File: src/rtl/macro_bist_pkg.sv
// Shared types and constants for the macro BIST sequencer.
// State encoding, LFSR taps, MISR polynomial and seed fallback.
package macro_bist_pkg;

  typedef logic [1:0] state_t;

  localparam state_t IDLE  = 2'd0;
  localparam state_t RUN   = 2'd1;
  localparam state_t DRAIN = 2'd2;
  localparam state_t DONE  = 2'd3;

  // Feedback taps on bits 7,5,4,3.
  localparam logic [7:0]  LFSR_TAPS = 8'hB8;
  localparam logic [31:0] MISR_POLY = 32'h04C11DB7;
  localparam logic [7:0]  SEED_FALLBACK = 8'h01;

  function automatic logic [7:0] lfsr_next(
    input logic [7:0] v
  );
    return {v[6:0], ^(v & LFSR_TAPS)};
  endfunction

endpackage

File: src/rtl/macro_bist_misr.sv
// 32-bit MISR compacting an 8-bit response stream.
// Ports: clk, rst_n (sync, low), clr, en, din[7:0], sig[31:0].
module macro_bist_misr
  import macro_bist_pkg::*;
(
  input  logic        clk,
  input  logic        rst_n,
  input  logic        clr,
  input  logic        en,
  input  logic [7:0]  din,
  output logic [31:0] sig
);

  logic [31:0] sig_q;
  logic [31:0] sig_d;

  always_comb begin
    sig_d = sig_q;
    if (clr) begin
      sig_d = '0;
    end else if (en) begin
      sig_d = {sig_q[30:0], 1'b0}
            ^ (sig_q[31] ? MISR_POLY : 32'h0)
            ^ {24'h0, din};
    end
  end

  always_ff @(posedge clk) begin
    if (!rst_n) begin
      sig_q <= '0;
    end else begin
      sig_q <= sig_d;
    end
  end

  assign sig = sig_q;

endmodule

File: src/rtl/macro_bist_sequencer.sv
// LFSR stimulus / MISR response engine for a hardened macro.
// Ports: clk, rst_n, ena, start, seed, mac_stim/mac_resp, busy, done, sig_sel, sig_byte.
module macro_bist_sequencer
  import macro_bist_pkg::*;
#(
  parameter int VECTORS = 256,
  parameter int LATENCY = 2
) (
  input  logic       clk,
  input  logic       rst_n,
  input  logic       ena,
  input  logic       start,
  input  logic [7:0] seed,
  output logic [7:0] mac_stim,
  input  logic [7:0] mac_resp,
  output logic       busy,
  output logic       done,
  input  logic [1:0] sig_sel,
  output logic [7:0] sig_byte
);

  localparam logic [15:0] LAST_VEC = 16'(VECTORS - 1);
  localparam logic [15:0] LAST_DRN = 16'(LATENCY - 1);

  state_t state_q, state_d;
  logic [7:0]  lfsr_q, lfsr_d;
  logic [15:0] cnt_q, cnt_d;
  logic [LATENCY-1:0] vpipe_q, vpipe_d;

  logic misr_clr;
  logic misr_en;
  logic [31:0] misr_sig;

  logic in_idle, in_run, in_drain, in_done;

  assign in_idle  = (state_q == IDLE);
  assign in_run   = (state_q == RUN);
  assign in_drain = (state_q == DRAIN);
  assign in_done  = (state_q == DONE);

  always_comb begin
    state_d  = state_q;
    lfsr_d   = lfsr_q;
    cnt_d    = cnt_q;
    vpipe_d  = vpipe_q;
    misr_clr = 1'b0;
    misr_en  = 1'b0;
    if (ena) begin
      // Pipe tail marks the cycle whose response is now valid.
      vpipe_d    = vpipe_q << 1;
      vpipe_d[0] = in_run;
      misr_en    = vpipe_q[LATENCY-1];
      unique case (1'b1)
        in_idle: begin
          if (start) begin
            state_d  = RUN;
            lfsr_d   = (seed == 8'h00) ? SEED_FALLBACK : seed;
            cnt_d    = '0;
            misr_clr = 1'b1;
          end
        end
        in_run: begin
          lfsr_d = lfsr_next(lfsr_q);
          if (cnt_q == LAST_VEC) begin
            state_d = DRAIN;
            cnt_d   = '0;
          end else begin
            cnt_d = cnt_q + 16'd1;
          end
        end
        in_drain: begin
          // Counter reused to time the drain window.
          if (cnt_q == LAST_DRN) begin
            state_d = DONE;
            cnt_d   = '0;
          end else begin
            cnt_d = cnt_q + 16'd1;
          end
        end
        in_done: begin
          if (!start) state_d = IDLE;
        end
        default: ;
      endcase
    end
  end

  always_ff @(posedge clk) begin
    if (!rst_n) begin
      state_q <= IDLE;
      lfsr_q  <= '0;
      cnt_q   <= '0;
      vpipe_q <= '0;
    end else begin
      state_q <= state_d;
      lfsr_q  <= lfsr_d;
      cnt_q   <= cnt_d;
      vpipe_q <= vpipe_d;
    end
  end

  macro_bist_misr u_misr (
    .clk   (clk),
    .rst_n (rst_n),
    .clr   (misr_clr),
    .en    (misr_en),
    .din   (mac_resp),
    .sig   (misr_sig)
  );

  assign mac_stim = in_run ? lfsr_q : 8'h00;
  assign busy     = in_run | in_drain;
  assign done     = in_done;

  always_comb begin
    sig_byte = 8'h00;
    case (sig_sel)
      2'd0: sig_byte = misr_sig[7:0];
      2'd1: sig_byte = misr_sig[15:8];
      2'd2: sig_byte = misr_sig[23:16];
      2'd3: sig_byte = misr_sig[31:24];
      default: sig_byte = 8'h00;
    endcase
  end

endmodule

File: config.mk
export PLATFORM = sky130hd
export DESIGN_NAME = macro_bist_sequencer
export DESIGN_NICKNAME = d
export VERILOG_FILES = /design/src/rtl/macro_bist_pkg.sv /design/src/rtl/macro_bist_misr.sv /design/src/rtl/macro_bist_sequencer.sv
export SDC_FILE = /design/constraint.sdc
export NUM_CORES = 1
export LEC_CHECK = 0
export ABC_AREA = 1
export BUFFER_PORTS_ARGS = -buffer_cell sky130_fd_sc_hd__clkbuf_2
export CORE_MARGIN = 2
export CORE_UTILIZATION = 58
export DETAILED_ROUTE_END_ITERATION = 6
export PLACE_DENSITY_LB_ADDON = 0.3
export SLEW_MARGIN = 30
export SYNTH_ARGS = -nofsm -noshare
export SYNTH_HDL_FRONTEND = slang
export SYNTH_SLANG_ARGS = --single-unit
export TNS_END_PERCENT = 10
File: constraint.sdc
create_clock -name clk -period 1.71 [get_ports clk]
set_input_delay 0.513 -clock clk [delete_from_list [all_inputs] [get_ports clk]]
set_output_delay 0.513 -clock clk [all_outputs]
set_load 0.05 [all_outputs]
==> metrics <==
Hold WS 0.457 ns; P_leak 1.72 nW; WS Path Type reg2out; Yosys cell types 36; drc violations 0; min Tclk post-route 1.86 ns; area grow syn2layout 33.7%; drt total wl 8620 µm; HPWL after DPL 5290 µm; Min-Delay Path Depth 2; status complete, but fails checks; CTS tree done; Pwr Density 872 nW/µm²; post-synthesis register bit count 60; CP max stage cell dfxtp_2; row count 27; Routed Antenna Nets 0; io pins 40; crit end category primary output; antenna violations before repair 0; Congestion Overflow GR 0; post-synthesis instance area 3230 µm²; die footprint 6180 µm²; clock root cell clkbuf_8; FMAX 0.537 GHz; nets@finish 548; register area 1210 µm²; Worst Path Max Fanout 6; First-pass DRT Iterations 5; Vias 3262; Slew HR 0.723; Num Clock Sinks 60; Clk Latency, worst-skew pair 0.34 ns; CP Cell Sequence inv_4 -> ha_4 -> buf_6 -> nand2_1 -> inv_2 -> buf_8; Max-Cap Viols 0; post-DR wirelength/cell 14.5 µm; Hold WC Path Type reg2reg; Critical Path Source Type flip-flop; GPL Wtd Cong 0.918; maximum number of pins on one net before global-route repair 37; Placed Instances 576; Setup Skew 0.00844 ns; number of synthesized flops with an enable pin 0; Final Cycle Share 1.09; Vias/cell 5.48; Design Power 0.00377 W; CP max stage delay 0.35 ns; Required @ worst endpoint 1.20 ns; FILL cells 342; gr busiest metal met2; initial core utilization 0.594; CTS Buf Count 9; Core ar. 5440 µm²; die width 78.6 µm; gr usage total 0.275; unrepaired setup endpoints after global routing true; final worst setup slack -0.153 ns; Worst EP arrival 1.35 ns; met2 usage 0.475; vias in the first global route 2978; fin cells 595; Syn Area/Cell 7.02 µm²; Diodes inserted 0; layout cell share with drive strength beyond 1 0.270; first-pass GRT wire length 13400 µm; DR iter-0 viols 121; met3 Usage GRT 0.0483; register area share after synthesis 0.372; Syn Nets 490; VDD IR max 0.744 mV; synth warn 0; I/O Buffers 39; Mapped Cells 460; Final Cell Area 4320 µm²; clock tree buffer depth 2; H-tree depth 3; violated checks setup timing; Slew @ Worst Pin 0.415 ns; area of the multi-input gates 1940 µm²; number of setup violations in the final report 18; clock-pin slew on the worst setup and hold paths 0.07 ns; Primary FF master, synth dfxtp_1; Register-to-Register Path Depth 8; Fin. Hold Viols 0; hold buffers post-CTS 0; final slew viol count 0; GR Util met1 0.330; fraction of registers with async set/reset 0; dpl ws -0.344 ns; Placed Area 3650 µm²; DIE HEIGHT 78.6 µm
[kinds of logic (layout without fill, tap and decap cells)]
kind of cell	after synthesis	count (layout)	synth area share
DFF	60	60	0.372
buffers and inverters	61	124	0.0795
xor gates and xnor gates	22	22	0.0597
AOI/OAI and AO/OA	94	94	0.170
and+or+nand+nor	215	215	0.288
adders and majority gates	8	8	0.0310
[critical path: cells and delay by family, from the launching register on]
family / cells / cell delay (ns)
buffers and inverters: 4 / 0.38
flip-flops: 1 / 0.35
adder cells (fa/ha/maj): 1 / 0.16
AND/OR/NAND/NOR: 1 / 0.11
[registers in the layout, indices dropped and copies added, names as in the netlist]
register    flops
cnt_q          16
lfsr_q          8
state_q         2
vpipe_q         2
u_misr.sig     32
[per-layer routing]
layer,vias up,wire length [µm]
li1,1612,-
met1,1525,3600
met2,102,4400
met3,23,396
met4,0,221
met5,-,0
[cell type report]
| cell class | instances | area share |
|---|---|---|
| Clock inverter | 6 | 0.0148 |
| Sequential cell | 60 | 0.280 |
| Timing Repair Buffer | 63 | 0.161 |
| Tap cell | 72 | 0.0209 |
| Clock buffer | 10 | 0.0319 |
| Multi-Input combinational cell | 339 | 0.448 |
| Inverter | 45 | 0.0438 |
[per-stage QoR]
stage / TNS [ns] / utilization
6_report: -1.85 / 0.794
5_1_grt: -2.78 / 0.794
4_1_cts: -1.63 / 0.774
3_5_place_dp: -2.43 / 0.672
3_3_place_gp: -1.83 / 0.672
2_1_floorplan: -1.20 / -
[final timing paths]
check | startpoint | to | slack, ns
worst max-delay path | state_q[1] | mac_stim[7] | -0.15
worst min-delay path | vpipe_q[0] | vpipe_q[1] | 0.46
worst min register to register | vpipe_q[0] | vpipe_q[1] | 0.46
worst max register to register | state_q[1] | lfsr_q[5] | 0
[synth_stat cells (2+ instances only)]
cell type / count / area (µm²)
o2111ai_1: 4 / 35.0
dfxtp_1: 60 / 1200
nand2_4: 2 / 22.5
nand2_1: 121 / 454
inv_1: 42 / 158
nor2_2: 3 / 18.8
buf_2: 10 / 50.1
nor3_1: 2 / 10.0
nand3b_1: 2 / 15.0
nor2_1: 53 / 199
xor2_1: 5 / 43.8
nor2_8: 2 / 40.0
clkinv_1: 2 / 7.51
o21ai_0: 22 / 110
a21oi_1: 50 / 250
nand3_1: 18 / 90.1
a211oi_1: 10 / 75.1
nand2_2: 4 / 25.0
xnor2_1: 17 / 149
a221oi_1: 2 / 17.5
buf_1: 2 / 7.51
ha_1: 8 / 100
nand4_1: 6 / 37.5
[report_power, final]
part | internal (W) | switching [W] | leakage [nW]
registers | 0.00147 | 0.0000663 | 0.488
clock network | 0.000709 | 0.000571 | 0.0983
logic | 0.000371 | 0.000580 | 1.14
[cells in the final DEF (no fill, tap or decap), drive strengths merged, types with 6 or more instances in the layout]
cell,n
a21oi,51
a211oi,10
o21ai,23
buf,37
clkbuf,36
nand4,6
xnor2,17
dfxtp,60
nor2,58
ha,8
nand2,127
nand3,18
inv,43
[repair_timing]
item,CTS,global route
resized for setup,82,44
setup endpoints to repair,21,43
buffers inserted,1,2
pin swaps,9,9
(Power assumes the default switching activity.)
